File: config.mk
export PLATFORM = sky130hd
export DESIGN_NAME = ysyx_23060184_mem_arbiter
export DESIGN_NICKNAME = d
export VERILOG_FILES = /design/src/rtl/ysyx_23060184_mem_arbiter_pkg.sv /design/src/rtl/ysyx_23060184_axi_chan_mux.sv /design/src/rtl/ysyx_23060184_mem_arbiter.sv
export SDC_FILE = /design/constraint.sdc
export NUM_CORES = 1
export LEC_CHECK = 0
export ABC_AREA = 1
export BUFFER_PORTS_ARGS = -buffer_cell sky130_fd_sc_hd__buf_2
export CORE_AREA = 2 2 180 182
export DETAILED_ROUTE_END_ITERATION = 8
export DIE_AREA = 0 0 182 184
export PLACE_DENSITY = 0.31
export SYNTH_ARGS = -nofsm -noshare
export SYNTH_HDL_FRONTEND = slang
export SYNTH_SLANG_ARGS = --single-unit
File: constraint.sdc
create_clock -name clk -period 3.6 [get_ports clk]
set_input_delay 0.36 -clock clk [delete_from_list [all_inputs] [get_ports clk]]
set_output_delay 0.36 -clock clk [all_outputs]
set_load 0.01 [all_outputs]
File: src/rtl/ysyx_23060184_mem_arbiter_pkg.sv
`default_nettype none
// ============================================================================
// Module   : ysyx_23060184_mem_arbiter_pkg
// Brief    : Shared widths, grant encodings and FSM state encodings for the
//            IFU/LSU memory arbiter.
// Revision : 1.0 - initial release
// ============================================================================
package ysyx_23060184_mem_arbiter_pkg;

   // AXI4 field widths used across the core
   localparam int DATA_WIDTH      = 32;
   localparam int ID_WIDTH        = 4;
   localparam int ALEN            = 8;
   localparam int ASIZE           = 3;
   localparam int ABURST          = 2;
   localparam int ACERR_WIDTH     = 2;
   localparam int STRB_WIDTH      = DATA_WIDTH / 8;

   // Grant bus encoding published to both masters
   localparam int NUM_ARB_MASTERS = 2;
   localparam logic [NUM_ARB_MASTERS-1:0] ARB_IDLE      = 2'b00;
   localparam logic [NUM_ARB_MASTERS-1:0] INSTMEM_GRANT = 2'b01;
   localparam logic [NUM_ARB_MASTERS-1:0] LSU_GRANT     = 2'b10;

   // FSM states share the grant encoding so grant is the state register itself
   localparam logic [1:0] ST_IDLE  = ARB_IDLE;
   localparam logic [1:0] ST_OWN_I = INSTMEM_GRANT;
   localparam logic [1:0] ST_OWN_D = LSU_GRANT;

   // Identity of the master that most recently completed a transaction
   localparam logic OWNER_IFU = 1'b0;
   localparam logic OWNER_LSU = 1'b1;

   // Winner of a simultaneous request
   function automatic logic [1:0] tie_winner(input logic rr, input logic last_owner);
      if (rr && (last_owner == OWNER_LSU)) begin
         return ST_OWN_I;
      end
      return ST_OWN_D;
   endfunction

endpackage
`default_nettype wire

File: src/rtl/ysyx_23060184_axi_chan_mux.sv
`default_nettype none
// ============================================================================
// Module   : ysyx_23060184_axi_chan_mux
// Brief    : Combinational 2:1 AXI4 channel steering between IFU and LSU,
//            selected by the registered grant. Non-owners see all zeros.
// Revision : 1.0 - initial release
// ============================================================================
module ysyx_23060184_axi_chan_mux
   import ysyx_23060184_mem_arbiter_pkg::*;
(
   input  logic [NUM_ARB_MASTERS-1:0] grant,
   // IFU read channels
   input  logic [DATA_WIDTH-1:0]      i_araddr,
   input  logic [ID_WIDTH-1:0]        i_arid,
   input  logic [ALEN-1:0]            i_arlen,
   input  logic [ASIZE-1:0]           i_arsize,
   input  logic [ABURST-1:0]          i_arburst,
   input  logic                       i_arvalid,
   output logic                       i_arready,
   output logic [DATA_WIDTH-1:0]      i_rdata,
   output logic [ACERR_WIDTH-1:0]     i_rresp,
   output logic                       i_rvalid,
   input  logic                       i_rready,
   // LSU read channels
   input  logic [DATA_WIDTH-1:0]      d_araddr,
   input  logic [ID_WIDTH-1:0]        d_arid,
   input  logic [ALEN-1:0]            d_arlen,
   input  logic [ASIZE-1:0]           d_arsize,
   input  logic [ABURST-1:0]          d_arburst,
   input  logic                       d_arvalid,
   output logic                       d_arready,
   output logic [DATA_WIDTH-1:0]      d_rdata,
   output logic [ACERR_WIDTH-1:0]     d_rresp,
   output logic                       d_rvalid,
   input  logic                       d_rready,
   // LSU write channels
   input  logic [DATA_WIDTH-1:0]      d_awaddr,
   input  logic [ID_WIDTH-1:0]        d_awid,
   input  logic [ALEN-1:0]            d_awlen,
   input  logic [ASIZE-1:0]           d_awsize,
   input  logic [ABURST-1:0]          d_awburst,
   input  logic                       d_awvalid,
   output logic                       d_awready,
   input  logic [DATA_WIDTH-1:0]      d_wdata,
   input  logic [STRB_WIDTH-1:0]      d_wstrb,
   input  logic                       d_wlast,
   input  logic                       d_wvalid,
   output logic                       d_wready,
   output logic [ACERR_WIDTH-1:0]     d_bresp,
   output logic                       d_bvalid,
   input  logic                       d_bready,
   // Memory-side port
   output logic [DATA_WIDTH-1:0]      mem_araddr,
   output logic [ID_WIDTH-1:0]        mem_arid,
   output logic [ALEN-1:0]            mem_arlen,
   output logic [ASIZE-1:0]           mem_arsize,
   output logic [ABURST-1:0]          mem_arburst,
   output logic                       mem_arvalid,
   input  logic                       mem_arready,
   input  logic [DATA_WIDTH-1:0]      mem_rdata,
   input  logic [ACERR_WIDTH-1:0]     mem_rresp,
   input  logic                       mem_rvalid,
   output logic                       mem_rready,
   output logic [DATA_WIDTH-1:0]      mem_awaddr,
   output logic [ID_WIDTH-1:0]        mem_awid,
   output logic [ALEN-1:0]            mem_awlen,
   output logic [ASIZE-1:0]           mem_awsize,
   output logic [ABURST-1:0]          mem_awburst,
   output logic                       mem_awvalid,
   input  logic                       mem_awready,
   output logic [DATA_WIDTH-1:0]      mem_wdata,
   output logic [STRB_WIDTH-1:0]      mem_wstrb,
   output logic                       mem_wlast,
   output logic                       mem_wvalid,
   input  logic                       mem_wready,
   input  logic [ACERR_WIDTH-1:0]     mem_bresp,
   input  logic                       mem_bvalid,
   output logic                       mem_bready
);

   // Steer every channel to the owner; everything defaults to zero when idle
   always_comb begin
      i_arready   = 1'b0;
      i_rdata     = '0;
      i_rresp     = '0;
      i_rvalid    = 1'b0;
      d_arready   = 1'b0;
      d_rdata     = '0;
      d_rresp     = '0;
      d_rvalid    = 1'b0;
      d_awready   = 1'b0;
      d_wready    = 1'b0;
      d_bresp     = '0;
      d_bvalid    = 1'b0;
      mem_araddr  = '0;
      mem_arid    = '0;
      mem_arlen   = '0;
      mem_arsize  = '0;
      mem_arburst = '0;
      mem_arvalid = 1'b0;
      mem_rready  = 1'b0;
      mem_awaddr  = '0;
      mem_awid    = '0;
      mem_awlen   = '0;
      mem_awsize  = '0;
      mem_awburst = '0;
      mem_awvalid = 1'b0;
      mem_wdata   = '0;
      mem_wstrb   = '0;
      mem_wlast   = 1'b0;
      mem_wvalid  = 1'b0;
      mem_bready  = 1'b0;
      case (grant)
         INSTMEM_GRANT: begin
            // IFU only issues reads; write channels stay quiet
            mem_araddr  = i_araddr;
            mem_arid    = i_arid;
            mem_arlen   = i_arlen;
            mem_arsize  = i_arsize;
            mem_arburst = i_arburst;
            mem_arvalid = i_arvalid;
            i_arready   = mem_arready;
            i_rdata     = mem_rdata;
            i_rresp     = mem_rresp;
            i_rvalid    = mem_rvalid;
            mem_rready  = i_rready;
         end
         LSU_GRANT: begin
            mem_araddr  = d_araddr;
            mem_arid    = d_arid;
            mem_arlen   = d_arlen;
            mem_arsize  = d_arsize;
            mem_arburst = d_arburst;
            mem_arvalid = d_arvalid;
            d_arready   = mem_arready;
            d_rdata     = mem_rdata;
            d_rresp     = mem_rresp;
            d_rvalid    = mem_rvalid;
            mem_rready  = d_rready;
            mem_awaddr  = d_awaddr;
            mem_awid    = d_awid;
            mem_awlen   = d_awlen;
            mem_awsize  = d_awsize;
            mem_awburst = d_awburst;
            mem_awvalid = d_awvalid;
            d_awready   = mem_awready;
            mem_wdata   = d_wdata;
            mem_wstrb   = d_wstrb;
            mem_wlast   = d_wlast;
            mem_wvalid  = d_wvalid;
            d_wready    = mem_wready;
            d_bresp     = mem_bresp;
            d_bvalid    = mem_bvalid;
            mem_bready  = d_bready;
         end
         default: begin
         end
      endcase
   end

endmodule
`default_nettype wire

File: src/rtl/ysyx_23060184_mem_arbiter.sv
`default_nettype none
// ============================================================================
// Module   : ysyx_23060184_mem_arbiter
// Brief    : Two-master AXI4 arbiter (IFU = master 0, LSU = master 1) sharing
//            one memory port. Holds grant until the final response handshake.
// Revision : 1.0 - initial release
// ============================================================================
module ysyx_23060184_mem_arbiter
   import ysyx_23060184_mem_arbiter_pkg::*;
#(
   parameter int ROUND_ROBIN = 1
) (
   input  logic                       clk,
   input  logic                       reset,
   input  logic                       Irequest,
   input  logic                       Drequest,
   output logic [NUM_ARB_MASTERS-1:0] grant,
   input  logic [DATA_WIDTH-1:0]      i_araddr,
   input  logic [ID_WIDTH-1:0]        i_arid,
   input  logic [ALEN-1:0]            i_arlen,
   input  logic [ASIZE-1:0]           i_arsize,
   input  logic [ABURST-1:0]          i_arburst,
   input  logic                       i_arvalid,
   output logic                       i_arready,
   output logic [DATA_WIDTH-1:0]      i_rdata,
   output logic [ACERR_WIDTH-1:0]     i_rresp,
   output logic                       i_rvalid,
   input  logic                       i_rready,
   input  logic [DATA_WIDTH-1:0]      d_araddr,
   input  logic [ID_WIDTH-1:0]        d_arid,
   input  logic [ALEN-1:0]            d_arlen,
   input  logic [ASIZE-1:0]           d_arsize,
   input  logic [ABURST-1:0]          d_arburst,
   input  logic                       d_arvalid,
   output logic                       d_arready,
   output logic [DATA_WIDTH-1:0]      d_rdata,
   output logic [ACERR_WIDTH-1:0]     d_rresp,
   output logic                       d_rvalid,
   input  logic                       d_rready,
   input  logic [DATA_WIDTH-1:0]      d_awaddr,
   input  logic [ID_WIDTH-1:0]        d_awid,
   input  logic [ALEN-1:0]            d_awlen,
   input  logic [ASIZE-1:0]           d_awsize,
   input  logic [ABURST-1:0]          d_awburst,
   input  logic                       d_awvalid,
   output logic                       d_awready,
   input  logic [DATA_WIDTH-1:0]      d_wdata,
   input  logic [STRB_WIDTH-1:0]      d_wstrb,
   input  logic                       d_wlast,
   input  logic                       d_wvalid,
   output logic                       d_wready,
   output logic [ACERR_WIDTH-1:0]     d_bresp,
   output logic                       d_bvalid,
   input  logic                       d_bready,
   output logic [DATA_WIDTH-1:0]      mem_araddr,
   output logic [ID_WIDTH-1:0]        mem_arid,
   output logic [ALEN-1:0]            mem_arlen,
   output logic [ASIZE-1:0]           mem_arsize,
   output logic [ABURST-1:0]          mem_arburst,
   output logic                       mem_arvalid,
   input  logic                       mem_arready,
   input  logic [DATA_WIDTH-1:0]      mem_rdata,
   input  logic [ACERR_WIDTH-1:0]     mem_rresp,
   input  logic                       mem_rvalid,
   input  logic                       mem_rlast,
   input  logic [ID_WIDTH-1:0]        mem_rid,
   output logic                       mem_rready,
   output logic [DATA_WIDTH-1:0]      mem_awaddr,
   output logic [ID_WIDTH-1:0]        mem_awid,
   output logic [ALEN-1:0]            mem_awlen,
   output logic [ASIZE-1:0]           mem_awsize,
   output logic [ABURST-1:0]          mem_awburst,
   output logic                       mem_awvalid,
   input  logic                       mem_awready,
   output logic [DATA_WIDTH-1:0]      mem_wdata,
   output logic [STRB_WIDTH-1:0]      mem_wstrb,
   output logic                       mem_wlast,
   output logic                       mem_wvalid,
   input  logic                       mem_wready,
   input  logic [ACERR_WIDTH-1:0]     mem_bresp,
   input  logic                       mem_bvalid,
   input  logic [ID_WIDTH-1:0]        mem_bid,
   output logic                       mem_bready
);

   localparam logic c_rr = (ROUND_ROBIN != 0);

   logic [1:0] r_state;
   logic       r_last_owner;
   logic       r_addr_done;
   logic [1:0] w_state_nxt;
   logic       w_last_owner_nxt;
   logic       w_addr_done_nxt;
   logic       w_done;
   logic       w_addr_hs;
   logic       w_owner_req;
   logic       w_unused;

   // Only one transaction is ever in flight, so response IDs carry no routing information
   assign w_unused = ^{mem_rid, mem_bid};

   assign grant       = r_state;
   assign w_done      = (mem_rvalid & mem_rready & mem_rlast) | (mem_bvalid & mem_bready);
   assign w_addr_hs   = (mem_arvalid & mem_arready) | (mem_awvalid & mem_awready);
   assign w_owner_req = (r_state == ST_OWN_I) ? Irequest : Drequest;

   // Next-state: arbitrate in IDLE, release on completion or pre-address abandon
   always_comb begin
      w_state_nxt      = r_state;
      w_last_owner_nxt = r_last_owner;
      w_addr_done_nxt  = r_addr_done;
      case (r_state)
         ST_IDLE: begin
            w_addr_done_nxt = 1'b0;
            if (Irequest && Drequest) begin
               w_state_nxt = tie_winner(c_rr, r_last_owner);
            end else if (Irequest) begin
               w_state_nxt = ST_OWN_I;
            end else if (Drequest) begin
               w_state_nxt = ST_OWN_D;
            end
         end
         ST_OWN_I, ST_OWN_D: begin
            if (w_done) begin
               w_state_nxt      = ST_IDLE;
               w_last_owner_nxt = (r_state == ST_OWN_D) ? OWNER_LSU : OWNER_IFU;
               w_addr_done_nxt  = 1'b0;
            end else if (!w_owner_req && !r_addr_done && !w_addr_hs) begin
               // Request withdrawn before any address went out: nothing to finish
               w_state_nxt     = ST_IDLE;
               w_addr_done_nxt = 1'b0;
            end else if (w_addr_hs) begin
               w_addr_done_nxt = 1'b1;
            end
         end
         default: begin
            w_state_nxt     = ST_IDLE;
            w_addr_done_nxt = 1'b0;
         end
      endcase
   end

   // Arbiter state registers
   always_ff @(posedge clk) begin
      if (reset) begin
         r_state      <= ST_IDLE;
         r_last_owner <= OWNER_LSU;
         r_addr_done  <= 1'b0;
      end else begin
         r_state      <= w_state_nxt;
         r_last_owner <= w_last_owner_nxt;
         r_addr_done  <= w_addr_done_nxt;
      end
   end

   ysyx_23060184_axi_chan_mux u_chan_mux (
      .grant       (r_state),
      .i_araddr    (i_araddr),
      .i_arid      (i_arid),
      .i_arlen     (i_arlen),
      .i_arsize    (i_arsize),
      .i_arburst   (i_arburst),
      .i_arvalid   (i_arvalid),
      .i_arready   (i_arready),
      .i_rdata     (i_rdata),
      .i_rresp     (i_rresp),
      .i_rvalid    (i_rvalid),
      .i_rready    (i_rready),
      .d_araddr    (d_araddr),
      .d_arid      (d_arid),
      .d_arlen     (d_arlen),
      .d_arsize    (d_arsize),
      .d_arburst   (d_arburst),
      .d_arvalid   (d_arvalid),
      .d_arready   (d_arready),
      .d_rdata     (d_rdata),
      .d_rresp     (d_rresp),
      .d_rvalid    (d_rvalid),
      .d_rready    (d_rready),
      .d_awaddr    (d_awaddr),
      .d_awid      (d_awid),
      .d_awlen     (d_awlen),
      .d_awsize    (d_awsize),
      .d_awburst   (d_awburst),
      .d_awvalid   (d_awvalid),
      .d_awready   (d_awready),
      .d_wdata     (d_wdata),
      .d_wstrb     (d_wstrb),
      .d_wlast     (d_wlast),
      .d_wvalid    (d_wvalid),
      .d_wready    (d_wready),
      .d_bresp     (d_bresp),
      .d_bvalid    (d_bvalid),
      .d_bready    (d_bready),
      .mem_araddr  (mem_araddr),
      .mem_arid    (mem_arid),
      .mem_arlen   (mem_arlen),
      .mem_arsize  (mem_arsize),
      .mem_arburst (mem_arburst),
      .mem_arvalid (mem_arvalid),
      .mem_arready (mem_arready),
      .mem_rdata   (mem_rdata),
      .mem_rresp   (mem_rresp),
      .mem_rvalid  (mem_rvalid),
      .mem_rready  (mem_rready),
      .mem_awaddr  (mem_awaddr),
      .mem_awid    (mem_awid),
      .mem_awlen   (mem_awlen),
      .mem_awsize  (mem_awsize),
      .mem_awburst (mem_awburst),
      .mem_awvalid (mem_awvalid),
      .mem_awready (mem_awready),
      .mem_wdata   (mem_wdata),
      .mem_wstrb   (mem_wstrb),
      .mem_wlast   (mem_wlast),
      .mem_wvalid  (mem_wvalid),
      .mem_wready  (mem_wready),
      .mem_bresp   (mem_bresp),
      .mem_bvalid  (mem_bvalid),
      .mem_bready  (mem_bready)
   );

endmodule
`default_nettype wire
==> summary.md, run 1 <==
| Metric | Value |
|---|---|
| Critical path, cell by cell | inv_1 > ha_1 > inv_2 > buf_4 > a21oi_1 > buf_2 |
| ANT cells | 0 |
| Setup bufs post-CTS | 0 |
| Relative slew slack | between 40 and 50% |
| Post-cts resize count | 0 |
| Setup violations, final | 0 |
| CP Class | flip-flop to output port |
| Clock buffer count from CTS | 3 |
| Post-layout power | 2.55 mW |
| Port bufs | 455 |
| GRT Overall Usage | 9.19% |
| Most common cell after layout, fill and taps aside | buf_2 |
| Reg2Reg Depth | 10 |
| CTS clk-pin slew, worst paths | 0.03 ns |
| Largest net degree at the start of global routing | 103 |
| Critical Path AT | 2.18 ns |
| Required time of the critical path | between 3 and 4 ns |
| DPL Wire Length | 14,900 um |
| Worst path max stage delay | between 0.4 and 0.5 ns |
| # DRC | 0 |
| Vias per cell | 3.34 |
| Core footprint | between 0.03 and 0.04 sq mm |
| Layout Area Growth over Synthesis | 116% |
| Min Hold Slack | around 0.40 ns |
| HP Class | input pin to flip-flop |
| Root buffer cell | clkbuf_16 |
| Gpl congestion | 0.733 |
| Slew Viols, Final | 0 |
| Die area | 0.0335 sq mm |
| Layout cell share with drive strength beyond 1 | 47.5% |
| Number of global-route vias before repair | approximately 4,500 |
| Maximum fanout along the worst path | 28 |
| Seq cells post-synth | 4 |
| Num Clock Sinks | 4 |
| Critical Path End Type | output port |
| Post-Syn Instances | between 500 and 600 |
| Worst setup path endpoint | mem_arsize[1] |
| Fmax | 0.394 GHz |
| Register area share after synthesis | 3.37% |
| Min cycle time layout | 2.54 ns |
| Nets | approximately 1,200 |
| R2R Setup Slk | between 1 and 1.5 ns |
| Mapped Nets | 818 |
| Initial Util | 7.56% |
| Routed WL per cell | 12.3 um |
| First-pass GRT wire length | 24,300 um |
| Routed WL | 17,100 um |
| Final Hold Viols | 0 |
| Skew final | 0.000853 ns |
| Antenna Violating Nets Remaining | 0 |
| Clk_lat worst skew | 0.23 ns |
| Worst Setup SP | grant[0] |
| RSZ-0062 raised after global routing | false |
| H-tree depth | 1 |
| Pwr Density | 497 mW/mm^2 |
| Row cnt | 65 |
| IO Pins | about 460 |
| Max Cap Viol | 0 |
| Startpoint Class | flip-flop |
| Min-Delay Path Depth | 3 |
| VDD IR-drop max | 0.262 mV |
| Initial DRC Count | roughly 110 |
| Status | finished, final reports clean |
| Synthesis Warnings | 0 |
| GR Overflow Total | 0 |
| Mean post-synth cell area | 4.16 sq um |
| CTS tree | built |
| Crit path max-delay cell type | dfxtp_1 |
| R2R Path Start | grant[1] |
| Cell leakage power | between 4 and 5 nW |
| Die Span X | 182 um |
| Post-route insts no fill | 1,399 |
| Worst slew pin tran | 0.784 ns |
| Netlist cell types | 16 |
| Period utilization | 70.4% |
| Setup TNS | 0 ns |
| Mapped cell area | 0.00237 sq mm |
| Hold buffers post-CTS | 0 |
| Initial antenna violation count | 3 |
| Die Span Y | between 150 and 200 um |
| Maximum root-to-sink buffer count | 2 |
| Most frequent cells in the layout | buf_2 (455), nand2_1 (280), inv_1 (171) |
| Reg2Reg Capture Point | grant[0] |
| Pre-antenna DRT Iters | 4 |
| Vias | 4,671 |
| Placed Cells | 1,396 |
[worst max-delay path, delay by kind of cell (launching register included)]
kind	cells	cell delay, ns
buf+inv	4	1.07
flops	1	0.41
fa+ha+maj	1	0.38
compound gates	1	0.09
[worst min-delay path by stage]
stage,startpoint,endpoint,slack (ns)
floorplan,r_last_owner,r_last_owner,0.42
global placement,r_last_owner,r_last_owner,0.46
detailed placement,r_last_owner,r_last_owner,0.46
CTS,reset,r_last_owner,0.41
global route,reset,r_last_owner,0.44
finish,reset,r_last_owner,0.40
[metrics by stage]
stage	setup WS [ns]	util, %	cell area (sq um)
after global placement	1.20	16.1	5060
after global routing	0.866	16.3	5130
after detailed placement	1.24	16.1	5060
after floorplan	1.91	-	2370
final	1.06	16.3	5130
after CTS	1.02	16.3	5130
[area by class of cell]
class | count | area [sq um]
Fill cell | 3809 | 26300
Timing Repair Buffer | 459 | 2330
Multi-Input combinational cell | 357 | 1490
Inverter | 174 | 653
Tap cell | 402 | 503
Sequential cell | 4 | 80.1
Clock buffer | 3 | 75.1
[cells by family (layout without fill, tap and decap cells)]
group | count (synthesis) | count (layout) | synth area share (%)
fa+ha+maj | 3 | 3 | 1.58
compound gates | 55 | 55 | 11.6
flops | 4 | 4 | 3.37
simple gates | 299 | 299 | 48.5
buf+inv | 209 | 636 | 35.0
[sequential cells by signal, summed over array words and instances (netlist names)]
register,flops
r_addr_done,1
r_last_owner,1
grant,2
[power by group]
part           total (mW)  switching, mW  leakage, nW  internal (mW)
registers          0.0720         0.0158       0.0328         0.0563
clock network       0.173         0.0315       0.0370          0.142
logic                2.30           1.50         4.14          0.808
total                2.55           1.54         4.21           1.01
[per-layer routing]
layer / track usage [%] / up-vias / routed length (um)
li1: - / 2420 / -
met1: 9.51 / 1957 / 6350
met2: 19.1 / 273 / 9110
met3: 1.78 / 15 / 1460
met4: 1.45 / 6 / 181
met5: 0 / - / 38
[synth_stat cells (all sizes together)]
cell type  number  area (sq um)
nand2         285          1080
ha              3          37.5
a21oi          53           265
nand3           7          40.0
inv           174           653
buf            22           128
clkbuf         13          48.8
o21ai           2          10.0
dfxtp           4          80.1
nor2            7          28.8
Note: power is estimated with default switching activity, not from simulation.
==> run 2: changes to the inputs <==
- ABC_AREA: 1 -> 0
- CORE_AREA: 2 2 180 182 -> 2 2 179 181
- DIE_AREA: 0 0 182 184 -> 0 0 181 183
- clock period: 3.6 -> 2.3 ns (I/O delays scaled with it)
==> run 2 against run 1 <==
  * Die area shrank 1.1%
  * Critical path depth shrank 1
  * Cell count shrank 16%
  * Wire length grew 10%
  * Sequential share of layout area grew 0.074 points
  * First-iteration DRC count grew 34%
  * Critical path type unchanged
  * Critical endpoint is now d_rdata[9]
==> summary.md, run 2 <==
| Metric | Value |
|---|---|
| # DRC | 0 |
| Antenna Violating Nets Remaining | 0 |
| Fmax | 0.470 GHz |
| Maximum fanout along the worst path | 118 |
| Post-Syn Instances | 339 |
| VDD IR-drop max | 0.253 mV |
| Layout Area Growth over Synthesis | 137% |
| Initial DRC Count | around 150 |
| Mapped Nets | between 500 and 600 |
| H-tree depth | 1 |
| CP Class | flip-flop to output port |
| Die area | 0.0331 sq mm |
| Final Hold Viols | 0 |
| Layout cell share with drive strength beyond 1 | 60.8% |
| Pre-antenna DRT Iters | 4 |
| Top-area cell type share of the netlist area | about half |
| Most common cell after layout, fill and taps aside | buf_2 |
| Cell leakage power | between 2 and 3 nW |
| Sw power | roughly 1.1 mW |
| EDFF count, synth | 0 |
| RSZ-0062 raised after global routing | false |
| Port bufs | 455 |
| Initial Util | 6.61% |
| Combinational share of power | 83.3% |
| GR Overflow Total | 0 |
| Largest cells by area after synthesis | and2_1 (50%), a22oi_1 (18%), nor2_1 (9.6%) |
| Routed WL | 18,900 um |
| Row cnt | 65 |
| Routed WL per cell | 16.0 um |
| Die Span Y | 183 um |
| Skew final | 0.00296 ns |
| Die Span X | approximately 180 um |
| Setup TNS | 0 ns |
| Largest net degree at the start of global routing | 119 |
| Relative slew slack | 71.0% |
| Initial antenna violation count | 13 |
| Nets | 1,017 |
| CTS tree | built |
| Period utilization | 92.6% |
| Seq cells post-synth | 4 |
| Number of global-route vias before repair | 4,017 |
| Status | finished, final reports clean |
| Clock share of power | 12.5% |
| Register area share after synthesis | 3.88% |
| Share of synthesized registers carrying an async set or reset | 0% |
| Critical Path End Type | output port |
| Top cells by instance count after synthesis | and2_1 (166), nor2_1 (53), a22oi_1 (50) |
| Slew Viols, Final | 0 |
| Gpl congestion | around 0.74 |
| Mapped cell area | about 0.0021 sq mm |
| Power Internal | 1.09 mW |
| Post-layout power | 2.23 mW |
| Maximum root-to-sink buffer count | 2 |
| Min cycle time layout | 2.13 ns |
| Vias | approximately 4,100 |
| DPL Wire Length | approximately 16,000 um |
| Num Clock Sinks | 4 |
| Startpoint Class | flip-flop |
| Switch share | 50.9% |
| Setup violations, final | 0 |
| Worst slew pin tran | 0.435 ns |
| Mean post-synth cell area | 6.09 sq um |
| Largest register FFs | 2 |
| Post-synth top area cell | and2_1 |
| Max Cap Viol | 0 |
| GRT Overall Usage | 10.4% |
| Most frequent cells in the layout | buf_2 (455), and2_1 (166), nor2_1 (53) |
| Root buffer cell | clkbuf_16 |
| First-pass GRT wire length | 26,300 um |
| Vias per cell | about 3.4 |
| Most common flop cell mapped by yosys | dfxtp_1 |
| Pwr Density | 454 mW/mm^2 |
| Seq pwr share | ~4.2% |
| Clk_lat worst skew | 0.23 ns |
| IO Pins | 464 |
| CTS clk-pin slew, worst paths | 0.03 ns |
| Hold buffers post-CTS | 0 |
| Core footprint | 0.0312 sq mm |
| Place WS | 0.354 ns |
| Setup bufs post-CTS | 0 |
| Post-cts resize count | 0 |
| Setup ws final | 0.171 ns |
| Synthesis Warnings | 0 |
| Netlist cell types | 25 |
| Critical Path AT | 1.90 ns |
| Required time of the critical path | ~2.1 ns |
| R2R Setup Slk | about 0.47 ns |
| HP Class | input pin to flip-flop |
| Clock buffer count from CTS | 3 |
| Most frequent cell after synthesis | and2_1 |
[run 2: changes by cell type in the layout (fill, tap and decap cells not counted), sizes merged, moves of 3 or more]
cell,previous run,this run
nor2,7,53
and2,0,166
a22oi,0,51
a21oi,53,1
nand2b,0,3
inv,174,2
diode,0,8
nand2,285,5
mux2i,0,3
nand3,7,1
[run 2: cell families after synthesis]
kind of cell,synth area share [%]
and+or+nand+nor,63.1
DFF,3.88
muxes,1.45
AOI/OAI and AO/OA,21.8
buffers and inverters,8.00
adders and majority gates,1.82
[run 2: cell type report]
cell class	count	area (sq um)
Sequential cell	4	80.1
Multi-Input combinational cell	297	1850
Antenna cell	8	20.0
Inverter	3	11.3
Fill cell	3689	26300
Clock buffer	3	75.1
Timing Repair Buffer	460	2360
Tap cell	402	503
[run 2: metal layers]
metal	share of wire [%]	vias up	global-route usage, %
met5	0.22	-	0
met4	1.4	8	1.63
met3	13	25	4.85
met2	48	295	18.8
met1	38	1756	11.3
li1	-	1974	-
[run 2: critical path, cell delays in order, from the launching register on]
cell     delay (ns)
dfxtp_1        0.35
inv_1          0.13
ha_4           0.38
buf_12         0.32
and2_1         0.22
buf_2          0.14
[run 2: final timing paths]
path         depth (start not counted)     start           end
min reg2reg                          2  grant[1]      grant[1]
min                                  2     reset   r_addr_done
max reg2reg                          7  grant[0]  r_last_owner
max                                  5  grant[0]    d_rdata[9]
[run 2: power by group through the flow]
stage | Sequential [mW] | Clock, mW | Combinational [mW]
after floorplan | 0.0927 | 0 | 0.980
after global placement | 0.0944 | 0 | 1.92
after detailed placement | 0.0942 | 0 | 1.90
after CTS | 0.0934 | 0.283 | 1.91
after global routing | 0.0948 | 0.290 | 2.05
final | 0.0929 | 0.278 | 1.85
[run 2: per-stage QoR]
| step | cell area, sq um | hold WS, ns | instances | utilization (%) |
|---|---|---|---|---|
| 2_1_floorplan | 2070 | 0.302 | 339 | - |
| 3_3_place_gp | 4800 | 0.464 | 1166 | 15.4 |
| 3_5_place_dp | 4800 | 0.462 | 1166 | 15.4 |
| 4_1_cts | 4880 | 0.231 | 1169 | 15.6 |
| 5_1_grt | 4880 | 0.258 | 1171 | 15.6 |
| 6_report | 4900 | 0.235 | 1177 | 15.7 |
